**config.mk**
```make
export PLATFORM = sky130hd
export DESIGN_NAME = mtr_drv
export DESIGN_NICKNAME = d
export VERILOG_FILES = /design/src/rtl/mtr_drv.sv
export SDC_FILE = /design/constraint.sdc
export NUM_CORES = 1
export LEC_CHECK = 0
export BUFFER_PORTS_ARGS = -buffer_cell sky130_fd_sc_hd__buf_4
export CORE_ASPECT_RATIO = 0.9
export CORE_UTILIZATION = 39
export DETAILED_ROUTE_END_ITERATION = 6
export GPL_ROUTABILITY_DRIVEN = 0
export PLACE_DENSITY_LB_ADDON = 0.05
export SLEW_MARGIN = 20
export SYNTH_ARGS = -nofsm -noshare
export SYNTH_HDL_FRONTEND = slang
export SYNTH_SLANG_ARGS = --single-unit
```
**constraint.sdc**
```tcl
create_clock -name clk -period 4.1 [get_ports clk]
set_clock_uncertainty 0.15 [all_clocks]
set_input_delay 0.82 -clock clk [delete_from_list [all_inputs] [get_ports clk]]
set_output_delay 0.82 -clock clk [all_outputs]
set_load 0.03 [all_outputs]
```
**src/rtl/mtr_drv.sv**
```systemverilog
// Dual half-bridge motor gate driver: one shared 11-bit PWM counter, offset-binary
// duty from signed PID speed, and a per-channel dead-time FSM that never overlaps H and L.

module mtr_drv_chan #(
    parameter int NONOVERLAP = 32
) (
    input  logic        clk,
    input  logic        rst_n,
    input  logic [10:0] cnt,
    input  logic [10:0] spd,
    output logic        drv_h,
    output logic        drv_l
);
    typedef enum logic [1:0] {
        DEAD    = 2'd0,
        DRIVE_H = 2'd1,
        DRIVE_L = 2'd2
    } state_t;

    localparam logic [5:0] DCNT_LAST = 6'(NONOVERLAP - 1);

    logic [10:0] duty_q;
    logic        raw_q;
    logic        raw_d;
    logic        change;
    state_t      state;
    state_t      state_nxt;
    logic [5:0]  dcnt;
    logic [5:0]  dcnt_nxt;

    // Duty only updates at the period boundary so a speed change never splits a pulse.
    // NOTE: sequential state uses non-blocking assignments so every register samples
    // pre-edge values, independent of the order the always_ff blocks are evaluated.
    always_ff @(posedge clk or negedge rst_n) begin
        if (!rst_n) begin
            duty_q <= 11'd1024;
            raw_q  <= 1'b0;
            raw_d  <= 1'b0;
        end else begin
            if (cnt == 11'd2047) begin
                duty_q <= {~spd[10], spd[9:0]};
            end
            raw_q <= (cnt < duty_q);
            raw_d <= raw_q;
        end
    end

    assign change = raw_q ^ raw_d;

    always_ff @(posedge clk or negedge rst_n) begin
        if (!rst_n) begin
            state <= DEAD;
            dcnt  <= 6'd0;
        end else begin
            state <= state_nxt;
            dcnt  <= dcnt_nxt;
        end
    end

    // NOTE: hold values are assigned first so every path writes both outputs;
    // without these defaults the missing branches would infer latches.
    always_comb begin
        state_nxt = state;
        dcnt_nxt  = dcnt;
        case (state)
            DEAD: begin
                if (change) begin
                    dcnt_nxt = 6'd0;
                end else if (dcnt == DCNT_LAST) begin
                    state_nxt = raw_q ? DRIVE_H : DRIVE_L;
                    dcnt_nxt  = 6'd0;
                end else begin
                    dcnt_nxt = dcnt + 6'd1;
                end
            end
            DRIVE_H, DRIVE_L: begin
                if (change) begin
                    state_nxt = DEAD;
                    dcnt_nxt  = 6'd0;
                end
            end
            default: begin
                state_nxt = DEAD;
                dcnt_nxt  = 6'd0;
            end
        endcase
    end

    // Gates decode straight from the async-reset state register, so reset forces
    // both low immediately and the two can never be high together.
    assign drv_h = (state == DRIVE_H);
    assign drv_l = (state == DRIVE_L);

endmodule

module mtr_drv #(
    parameter int NONOVERLAP = 32
) (
    input  logic        clk,
    input  logic        rst_n,
    input  logic [10:0] lft_spd,
    input  logic [10:0] rght_spd,
    output logic        lftH,
    output logic        lftL,
    output logic        rghtH,
    output logic        rghtL,
    output logic        pwm_sync
);
    logic [10:0] cnt;

    always_ff @(posedge clk or negedge rst_n) begin
        if (!rst_n) begin
            cnt <= 11'd0;
        end else begin
            cnt <= cnt + 11'd1;
        end
    end

    assign pwm_sync = (cnt == 11'd0);

    mtr_drv_chan #(
        .NONOVERLAP (NONOVERLAP)
    ) u_lft (
        .clk   (clk),
        .rst_n (rst_n),
        .cnt   (cnt),
        .spd   (lft_spd),
        .drv_h (lftH),
        .drv_l (lftL)
    );

    mtr_drv_chan #(
        .NONOVERLAP (NONOVERLAP)
    ) u_rght (
        .clk   (clk),
        .rst_n (rst_n),
        .cnt   (cnt),
        .spd   (rght_spd),
        .drv_h (rghtH),
        .drv_l (rghtL)
    );

endmodule

```
### Yosys cells after proc, flatten, opt, wreduce, memory -nomap -nowiden

Cells that the tools add are included.

| word-level totals | value |
|---|---|
| logic and storage cells | 58 |
| output and inout bits | 5 |
| register bits after elaboration | 53 |
| input port bits | 24 |

| operators by class | value |
|---|---|
| eq/ne operators | 13 |
| add/subtract/negate cells | 3 |
| bitwise gates (word level) | 4 |
| magnitude comparators | 2 |
| reduce and logical (&&, ||, !) cells | 7 |
| mux-type cells | 18 |

Operators with widths:

| cell | count |
|---|---|
| 2-to-1 mux 6 bit | 6 |
| one-hot mux 6 bit (2 select lines) | 2 |
| < comparator 11 bit | 2 |
| 2-to-1 mux 2 bit | 8 |
| adder 6 x 1 -> 6 bit (second input constant) | 2 |
| equality test 6 x 5 -> 1 bit (second input constant) | 2 |
| adder 11 x 1 -> 11 bit (second input constant) | 1 |
| equality test 11 bit (second input constant) | 1 |
| zero test 11 bit | 1 |
| != test 2 x 1 -> 1 bit (second input constant) | 4 |
| one-hot mux 2 bit (2 select lines) | 2 |
| AND reduction 3 bit | 2 |
| equality test 2 x 1 -> 1 bit (second input constant) | 2 |
| equality test 2 bit (second input constant) | 2 |
| zero test 2 bit | 2 |
| != test 2 bit (second input constant) | 2 |
| OR reduction 2 bit | 2 |
| inverter 1 bit | 2 |
| bitwise XOR 1 bit | 2 |

### Logic depth before layout (Yosys ltp)

Gate-level depths: netlist of run 1.

| logic depth | value |
|---|---|
| word-level depth | 4 |
| gate-level depth with buffers | 6 |
| gate-level depth less buffers | 6 |

### Cells and area by module

From an unflattened synthesis of run 1, not the netlist that was laid out.

| second synthesis, totals | value |
|---|---|
| cell total of the unflattened synthesis | 302 |
| area total of the unflattened synthesis | 2945.3 um^2 |

By module, submodules not included:

| module | seq. area each (um^2) | times used | area each (um^2) | cells an instance |
|---|---|---|---|---|
| mtr_drv_chan | 526.8 | 2 | 1233.7 | 132 |
| mtr_drv | 275.3 | 1 | 478.0 | 38 |

### Least setup slack after synthesis of run 1

No wires, ideal clock.

| timing path | value |
|---|---|
| path type | register to output |
| from | reg cnt[10] |
| to | out pwm_sync |
| stages on the path, launching flop included | 3 |
| arrival time | 1.074 ns |
| buffers on the path | 0 |
| path slack | 2.056 ns |
| required time | 3.130 ns |
| path through | dfrtp_1 -> nor4_1 -> and4b_1 |

| between the ends | value |
|---|---|
| word-level cells in the longest chain between the ends | 1 |

RTL lines:

| what | RTL line | source |
|---|---|---|
| start, declared | 109 | `logic [10:0] cnt;` |
| start signal, assigned | 115 | `cnt <= cnt + 11'd1;` |
| zero test 11 bit | 119 | `assign pwm_sync = (cnt == 11'd0);` |
| end, declared | 107 | `output logic pwm_sync` |

Every way passes these cells.

### Worst setup path in the final report of run 1

| timing path | value |
|---|---|
| from | reg cnt[5] |
| to | out pwm_sync |

The elaborated chain is that of the path after synthesis.

==> out/summary.txt, run 1 <==
================================================================================
Area taken by flip-flops and latches                                0.00133 sq mm
Worst VDD drop                                                            152 uV
Final setup violation count                                                    0
Fill cell count                                                              699
Die Area                                                            0.00803 sq mm
Number of warning messages in the yosys log                                    0
Proportion of layout cells with a drive suffix above 1                     22.5%
Power per cell area                                                  342 mW/mm^2
Syn-to-layout area delta                                                   13.5%
# clock sinks                                                                 53
Area of combinational cells with multiple inputs                    0.00152 sq mm
Crit end category                                                   primary output
PnR worst setup slack                                                    1.65 ns
Inserted Clock Buffers                                                         5
Average detailed-routed wire length per instance                    13.2 microns
CTS clk-pin slew, worst paths                                            0.09 ns
Setup slack at placement                                                 1.90 ns
Kind of start point of the critical path                                register
Via count of the routed design                                              1969
Post-synth ARST share                                                       100%
Clock latency on the worst-skew pair                                     0.31 ns
Path category of the worst min-delay check                          register to register
Cell count after synthesis                                                   261
Cell at the root of the clock tree                                      clkbuf_8
Leading post-synthesis cells by cell area                           dfrtp_1 (43%), ha_1 (13%), mux2_4 (8.5%), inv_1 (3.4%), xnor2_1 (2.6%)
Final period util                                                          59.8%
Synth top area share                                                       42.6%
Number of cell rows                                                           29
Transition time at the pin with the least slew margin                   0.676 ns
Number of global-route vias before repair                                   1969
Initial cell density of the core                                           41.4%
Result of the run                                                   finished, final reports clean
# nets final                                                                 346
Data required time at the worst endpoint                                 3.13 ns
Pin count of the biggest net entering global routing                          54
Number of hold-slack violations in the final timing report                     0
Slowest cell delay on critical path                                      0.50 ns
Leakage Power                                                            1.74 nW
Sequential fraction of the synthesis area                                  44.4%
RSZ-0062 raised after global routing                                          no
Clock tree from TritonCTS                                                   done
Final wirelength                                                         5.09 mm
Clock Path Buffers                                                             2
Min Clock Period, post-route                                             2.45 ns
Yosys cell types                                                              46
Post-detailed-placement half-perimeter wirelength                        3.64 mm
Highest clock rate                                                       408 MHz
Remaining global-route overflow                                                0
Avg Cell Area, Syn                                                    11.5 sq um
Predominant post-synthesis flop cell                                     dfrtp_1
Total Neg Setup Slack                                                       0 ns
Chain of cells forming the critical path                            nor4_1 > and4b_1 > buf_4
CP arrival                                                               1.48 ns
Number of antenna violations at the first check in global routing              0
DRC violations left                                                            0
Resized cells post-CTS                                                         0
Crit-path max FO                                                               8
Remaining max-slew budget at the tightest pin                              54.9%
Top-Level Pins                                                                29
Worst setup path category                                           register to primary output
Width of the die                                                    94.3 microns
Input/output buffers                                                          28
H-Tree Level Count                                                             2
Via-per-instance ratio                                                      5.10
Summed instance area of the synthesized netlist                     0.00299 sq mm
Net Count, Synth                                                             315
DRC marker count from the first detailed-route iteration                      62
# hold bufs at CTS                                                             0
1st-pass router iterations                                                     4
# Post-CTS Setup Buffers                                                       0
CORE AREA                                                           0.00722 sq mm
Number of synthesized flops with an enable pin                                 0
Total routing usage reported by global routing                             14.6%
Global-route wire length before repair                                   9.09 mm
Floorplan die height                                                85.1 microns
Largest area contributor in the netlist                                  dfrtp_1
Cell at the slowest stage of the critical path                           dfrtp_1
Antenna diodes                                                                 0
Fin. max-slew vios                                                             0
Post-DRT Antenna Nets                                                          0
Max_cap viols                                                                  0
Count of state elements after synthesis                                       53
================================================================================
critical path: cells and delay by family (launching register included):
family	cells	cell delay [ns]
flip-flops	1	0.50
AND/OR/NAND/NOR	2	0.52
buffers and inverters	1	0.16
through the flow:
stage | hold slack, ns | total power [mW] | instance area, sq um | utilization (%) | cells
CTS | 0.340 | 1.18 | 3400 | 47.0 | 386
global placement | 0.319 | 0.808 | 3280 | 45.4 | 378
detailed placement | 0.326 | 0.809 | 3280 | 45.4 | 378
global route | 0.386 | 1.23 | 3400 | 47.0 | 386
finish | 0.334 | 1.16 | 3400 | 47.0 | 386
floorplan | 0.309 | 0.746 | 2990 | - | 261
cells by family after synthesis:
group	count (synthesis)	synth area share [%]
adders and majority gates	30	12.5
xor gates and xnor gates	14	4.60
muxes	21	9.99
DFF	53	44.4
AOI/OAI and AO/OA	48	11.1
buffers and inverters	31	4.68
and+or+nand+nor	64	12.7
flip-flops by register name (all words and copies together), names as in the netlist:
| name | cells |
|---|---|
| u_lft.duty_q | 11 |
| cnt | 11 |
| u_rght.raw_q | 1 |
| u_rght.state | 2 |
| u_lft.state | 2 |
| u_rght.dcnt | 6 |
| u_lft.dcnt | 6 |
| u_rght.duty_q | 11 |
| u_lft.raw_q | 1 |
| u_rght.raw_d | 1 |
| u_lft.raw_d | 1 |
cell usage after synthesis, types with 2 or more instances:
master	number
a221oi_1	2
o22ai_1	2
a22o_2	2
o21ai_0	9
o21a_1	2
xor2_1	3
and4_1	2
a211oi_1	3
mux2_2	3
inv_1	27
nand4_1	6
mux2_4	17
and2_1	2
and3_1	3
dfrtp_1	51
xnor2_2	2
nand2b_1	3
nand3_1	11
nand4b_1	2
nand2_1	16
o31ai_1	2
a21oi_1	9
a21o_1	7
xnor2_1	9
buf_6	3
nor2_1	7
nor4_1	2
ha_1	30
nor2b_1	3
dfstp_2	2
a31oi_1	3
and4_4	2
layout make-up:
cell class	count	area share, %
repair buffers	28	6.19
multi-input cells	177	44.9
flip-flops and latches	53	39.1
inverters	27	2.98
well taps	93	3.43
clock buffers	7	2.54
clock inverters	1	0.884
cell usage in the layout, fill, tap and decap left out, types with 3 or more instances in the layout:
cell	instances
a31oi_1	3
nand2_1	16
mux2_2	3
nand3_1	11
nor2b_1	3
inv_1	27
dfrtp_1	51
a211oi_1	3
buf_4	28
mux2_4	17
a21oi_1	9
ha_1	30
clkbuf_8	6
xnor2_1	9
nand2b_1	3
xor2_1	3
nand4_1	6
o21ai_0	9
nor2_1	7
a21o_1	7
and3_1	3
power by group:
| part | switching [mW] | internal (mW) | leakage [nW] |
|---|---|---|---|
| clock network | 0.168 | 0.199 | 0.0585 |
| logic | 0.0983 | 0.0950 | 1.05 |
| registers | 0.0372 | 0.565 | 0.639 |
final timing paths:
check,start,end,slack [ns],depth (start not counted)
max in group asynchronous,rst_n,u_lft.duty_q[6],2.95,1
max reg2reg,cnt[1],u_rght.duty_q[9],1.92,4
min reg2reg,u_lft.duty_q[10],u_lft.duty_q[10],0.33,2
min in group asynchronous,rst_n,u_rght.dcnt[0],0.38,1
max,cnt[5],pwm_sync,1.65,3
min,u_lft.duty_q[10],u_lft.duty_q[10],0.33,2
layer usage:
layer	vias to the layer above	share of wire, %	track usage (%)
met4	0	1.7	5.87
li1	994	-	-
met5	-	0	0
met3	8	2.7	2.96
met1	944	49	19.0
met2	23	47	23.7
(Power assumes the default switching activity.)
==> inputs of run 2 (changes only) <==
==> constraint.sdc (replaced) <==
create_clock -name clk -period 2.12 [get_ports clk]
set_clock_uncertainty 0.15 [all_clocks]
set_input_delay 0.424 -clock clk [delete_from_list [all_inputs] [get_ports clk]]
set_output_delay 0.424 -clock clk [all_outputs]
set_load 0.03 [all_outputs]
==> run 2 against run 1 <==
The flow now finishes with violations (hold timing). Final cell count is 1.8% higher. Largest cell class unchanged. Combinational power grew 97%. Register-to-register slack worse by 1.6 ns. Routed wire length increased by 4.1%. Highest routed layer unchanged. Sequential share of layout area shrank 0.65 points.
==> out/summary.txt, run 2 (same netlist as run 1, synthesis figures left out) <==
=====================================================================================
Depth of the worst register-to-register path                                        5
Post-detailed-placement half-perimeter wirelength                             3.88 mm
CP arrival                                                                    1.46 ns
Final period util                                                               96.2%
Pin count of the biggest net entering global routing                               54
Highest clock rate                                                            490 MHz
Clock tree from TritonCTS                                                        done
Remaining max-slew budget at the tightest pin                                   55.0%
Clock latency on the worst-skew pair                                          0.30 ns
Total routing usage reported by global routing                                  14.8%
CORE AREA                                                                0.00722 sq mm
Cell at the root of the clock tree                                           clkbuf_8
Global-route wire length before repair                                        9.32 mm
Worst setup path category                                                register to primary output
Design area                                                              0.00347 sq mm
Via-per-instance ratio                                                           5.03
Fin. max-slew vios                                                                  0
Antenna diodes                                                                      0
CTS clk-pin slew, worst paths                                                 0.09 ns
Crit-path max FO                                                                    6
Input/output buffers                                                               28
Beginning of the worst register-to-register path                         u_lft.dcnt[0]
Worst VDD drop                                                                 229 uV
Syn-to-layout area delta                                                        15.8%
Violations in the final reports                                           hold timing
Clock Path Buffers                                                                  2
# nets final                                                                      353
Min Clock Period, post-route                                                  2.04 ns
Post-DRT Antenna Nets                                                               0
Floorplan die height                                                     85.1 microns
Largest registers                                                        cnt x11, u_lft.duty_q x11, u_rght.duty_q x11
RSZ-0062 raised after global routing                                               no
Die Area                                                                 0.00803 sq mm
1st-pass router iterations                                                          4
Total Neg Setup Slack                                                            0 ns
# clock sinks                                                                      53
Data required time at the worst endpoint                                      1.55 ns
Final wirelength                                                              5.30 mm
Top-Level Pins                                                                     29
# hold bufs at CTS                                                                  0
Worst setup startpoint                                                         cnt[7]
Number of cell rows                                                                29
Inserted Clock Buffers                                                              5
Leading cell types in the layout, fill and taps excluded                 dfrtp_1 (47), buf_4 (34), ha_1 (30), inv_1 (27), mux2_4 (17)
Most frequent standard cell in the layout excluding fill and tap cells        dfrtp_1
Path category of the worst min-delay check                               input port to async pin
Slowest cell delay on critical path                                           0.47 ns
Number of global-route vias before repair                                        2013
DRC violations left                                                                 0
Post-Place Cell Area                                                     0.00332 sq mm
Remaining global-route overflow                                                     0
Proportion of layout cells with a drive suffix above 1                          26.3%
H-Tree Level Count                                                                  2
Crit end category                                                        primary output
Fraction of the core area covered by cells at the end of the flow               48.0%
Tightest hold margin                                                      -0.00574 ns
Kind of start point of the critical path                                     register
Chain of cells forming the critical path                                 nor4_4 > and4b_1 > buf_4
DRC marker count from the first detailed-route iteration                           56
Max_cap viols                                                                       0
Final setup violation count                                                         0
Number of hold-slack violations in the final timing report                          3
Average detailed-routed wire length per instance                         13.5 microns
Initial cell density of the core                                                41.4%
Number of antenna violations at the first check in global routing                   0
Width of the die                                                         94.3 microns
Leakage Power                                                                 1.78 nW
Cell at the slowest stage of the critical path                                dfrtp_2
Result of the run                                                        finished, violations left
Transition time at the pin with the least slew margin                        0.676 ns
Power per cell area                                                       623 mW/mm^2
Via count of the routed design                                                   1975
=====================================================================================
==> run 2: layout make-up <==
cell class / count / area (sq um)
sequential: 53 / 1330
tap: 93 / 116
clock buffer: 7 / 96.3
fill: 687 / 3750
timing repair buffer: 35 / 275
multi-input combinational: 177 / 1540
clock inverter: 1 / 5.00
inverter: 27 / 101
==> run 2: final timing paths <==
check	to	slack, ns
setup / recovery	pwm_sync	0.08
hold / removal	u_rght.dcnt[0]	-0.006
hold reg to reg	u_lft.duty_q[10]	0.34
max in group asynchronous	cnt[5]	1.32
min in group clk	u_rght.duty_q[10]	0.10
setup reg to reg	u_lft.state[0]	0.28
==> run 2: power breakdown <==
group          switching [mW]  internal, mW  leakage [nW]
clock network           0.321         0.296        0.0542
logic                   0.196         0.185          1.09
registers              0.0706          1.09         0.635
total                   0.587          1.57          1.78
==> run 2: stage by stage <==
stage          setup WS, ns  std cells  total power [mW]
5_1_grt             0.00671        393              2.32
6_report             0.0811        393              2.16
3_3_place_gp          0.316        382              1.56
2_1_floorplan         0.368        261              1.44
3_5_place_dp          0.293        382              1.57
4_1_cts              0.0121        390              2.21
==> run 2: critical path: cells and delay by family (launching register included) <==
kind | cells | cell delay, ns
buffers and inverters | 1 | 0.16
and+or+nand+nor | 2 | 0.53
DFF | 1 | 0.47
==> run 2: metal layers <==
layer,wire (microns),global-route usage [%]
met2,2470,24.2
met1,2660,19.1
met5,0,0
met3,122,3.23
met4,51,5.17
==> run 2: repair_timing <==
action | 4_1_cts | 5_1_grt
setup buffers | 0 | 3
resized for setup | 1 | 5
endpoints found under the setup margin | 1 | 1
==> inputs of run 3 (changes only) <==
--- a/config.mk
+++ b/config.mk
@@ -6,7 +6,7 @@
 export NUM_CORES = 1
 export LEC_CHECK = 0
 export BUFFER_PORTS_ARGS = -buffer_cell sky130_fd_sc_hd__buf_4
-export CORE_ASPECT_RATIO = 0.9
+export CORE_ASPECT_RATIO = 0.6
 export CORE_UTILIZATION = 39
 export DETAILED_ROUTE_END_ITERATION = 6
 export GPL_ROUTABILITY_DRIVEN = 0
==> constraint.sdc (replaced) <==
create_clock -name clk -period 2.12 [get_ports clk]
set_clock_uncertainty 0.15 [all_clocks]
set_input_delay 0.318 -clock clk [delete_from_list [all_inputs] [get_ports clk]]
set_output_delay 0.318 -clock clk [all_outputs]
set_load 0.03 [all_outputs]
==> run 3 against run 2 <==
The run now ends clean. Core utilization shrank 0.70 points. Register-to-register slack lost 0.05 ns. Count of clock-buffer cells in the layout grew 1. Final area grew 0.40%. First-iteration DRC count grew 48%. Sequential share of layout area shrank 0.30 points. Critical path type unchanged. Highest routed layer unchanged.
==> out/summary.txt, run 3 (same netlist as run 1, synthesis figures left out) <==
=====================================================================================
Remaining max-slew budget at the tightest pin                                   54.0%
Transition time at the pin with the least slew margin                        0.690 ns
Antenna diodes                                                                      0
Width of the die                                                          115 microns
Via-per-instance ratio                                                           4.93
DRC marker count from the first detailed-route iteration                           83
Highest clock rate                                                            492 MHz
RSZ-0062 raised after global routing                                               no
Number of global-route vias before repair                                        1981
Cell at the slowest stage of the critical path                                dfrtp_1
Clock tree from TritonCTS                                                        done
Max_cap viols                                                                       0
Number of hold-slack violations in the final timing report                          0
Fin. max-slew vios                                                                  0
# nets final                                                                      352
CTS clk-pin slew, worst paths                                                 0.07 ns
Leakage Power                                                                 1.78 nW
Cell at the root of the clock tree                                          clkbuf_16
Syn-to-layout area delta                                                        16.3%
Power per cell area                                                       675 mW/mm^2
Final period util                                                               95.8%
PnR worst setup slack                                                       0.0885 ns
Via count of the routed design                                                   1988
Worst VDD drop                                                                 437 uV
Average detailed-routed wire length per instance                         14.3 microns
Design area                                                              0.00348 sq mm
Depth of the worst register-to-register path                                        5
Most frequent standard cell in the layout excluding fill and tap cells        dfrtp_1
Clock latency on the worst-skew pair                                          0.29 ns
Post-route insts no fill                                                          403
Total routing usage reported by global routing                                  16.4%
Destination of the worst register-to-register timing path                u_lft.state[0]
Final wirelength                                                              5.77 mm
CORE AREA                                                                0.00736 sq mm
Post-detailed-placement half-perimeter wirelength                             4.09 mm
Number of cell rows                                                                24
Clock Path Buffers                                                                  2
Global-route wire length before repair                                        10.1 mm
R2R Setup Slk                                                                 0.23 ns
Post-DRT Antenna Nets                                                               0
Final setup violation count                                                         0
Input/output buffers                                                               28
Pin count of the biggest net entering global routing                               54
# clock sinks                                                                      53
Worst setup startpoint                                                         cnt[5]
Proportion of layout cells with a drive suffix above 1                          22.7%
Post-Place Cell Area                                                     0.00332 sq mm
Leading cell types in the layout, fill and taps excluded                 dfrtp_1 (51), buf_4 (32), ha_1 (30), inv_1 (27), mux2_4 (17)
Path category of the worst min-delay check                               input port to register
Beginning of the worst register-to-register path                         u_lft.dcnt[0]
Setup slack at placement                                                     0.263 ns
Inserted Clock Buffers                                                              5
Number of antenna violations at the first check in global routing                   0
Worst setup path category                                                register to primary output
# Post-CTS Setup Buffers                                                            0
Initial cell density of the core                                                40.7%
Remaining global-route overflow                                                     0
Slowest cell delay on critical path                                           0.50 ns
Floorplan die height                                                     69.9 microns
Crit-path max FO                                                                    8
Crit end category                                                        primary output
H-Tree Level Count                                                                  2
Largest registers                                                        cnt x11, u_lft.duty_q x11, u_rght.duty_q x11
Result of the run                                                        finished, final reports clean
Die Area                                                                 0.00804 sq mm
CP arrival                                                                    1.56 ns
Kind of start point of the critical path                                     register
Data required time at the worst endpoint                                      1.65 ns
Chain of cells forming the critical path                                 nor4_1 > and4b_1 > buf_4
Total Neg Setup Slack                                                            0 ns
Min Clock Period, post-route                                                  2.03 ns
Placed cell count                                                                 393
Top-Level Pins                                                                     29
1st-pass router iterations                                                          4
Capturing instance or port of the critical path                              pwm_sync
DRC violations left                                                                 0
=====================================================================================
## run 3: area by class of cell
class | instances | area (sq um)
well taps | 104 | 130
clock buffers | 8 | 136
repair buffers | 34 | 260
fillers | 698 | 3880
flip-flops and latches | 53 | 1330
multi-input cells | 177 | 1520
inverters | 27 | 101
## run 3: worst max-delay path: cells and delay by family (launching register included)
kind	cells	cell delay [ns]
buffers and inverters	1	0.16
flip-flops	1	0.50
AND/OR/NAND/NOR	2	0.61
## run 3: through the flow
stage          hold slack, ns  utilization, %  power, mW
2_1_floorplan          -0.128               -       1.44
3_3_place_gp            0.263            45.2       1.57
3_5_place_dp            0.260            45.2       1.57
4_1_cts                0.0236            47.3       2.39
5_1_grt                0.0298            47.3       2.50
6_report               0.0322            47.3       2.35
## run 3: metal layers
metal	part of all wire (%)	vias up	GRT usage, %
li1	-	1013	-
met1	59	926	26.8
met2	36	41	20.3
met3	4.1	8	4.34
met4	1.1	0	4.76
met5	0	-	0
## run 3: worst min-delay path by stage
stage                start  depth (start not counted)                to  slack (ns)
2_1_floorplan        rst_n                          0            cnt[0]       -0.13
3_3_place_gp         rst_n                          1  u_rght.duty_q[5]        0.26
3_5_place_dp         rst_n                          1  u_rght.duty_q[5]        0.26
4_1_cts        lft_spd[10]                          2  u_lft.duty_q[10]        0.02
5_1_grt        lft_spd[10]                          2  u_lft.duty_q[10]        0.03
6_report       lft_spd[10]                          2  u_lft.duty_q[10]        0.03
## run 3: repair_timing
| item | 4_1_cts | 5_1_grt |
|---|---|---|
| hold buffers | 2 | 0 |
| gates resized for setup | 0 | 0 |
| hold endpoints to repair | 52 | 0 |
## run 3: power by group
part / switching, mW / leakage, nW / internal [mW]
combinational: 0.199 / 1.07 / 0.187
clock: 0.355 / 0.0652 / 0.441
sequential: 0.0741 / 0.639 / 1.09
total: 0.628 / 1.78 / 1.72
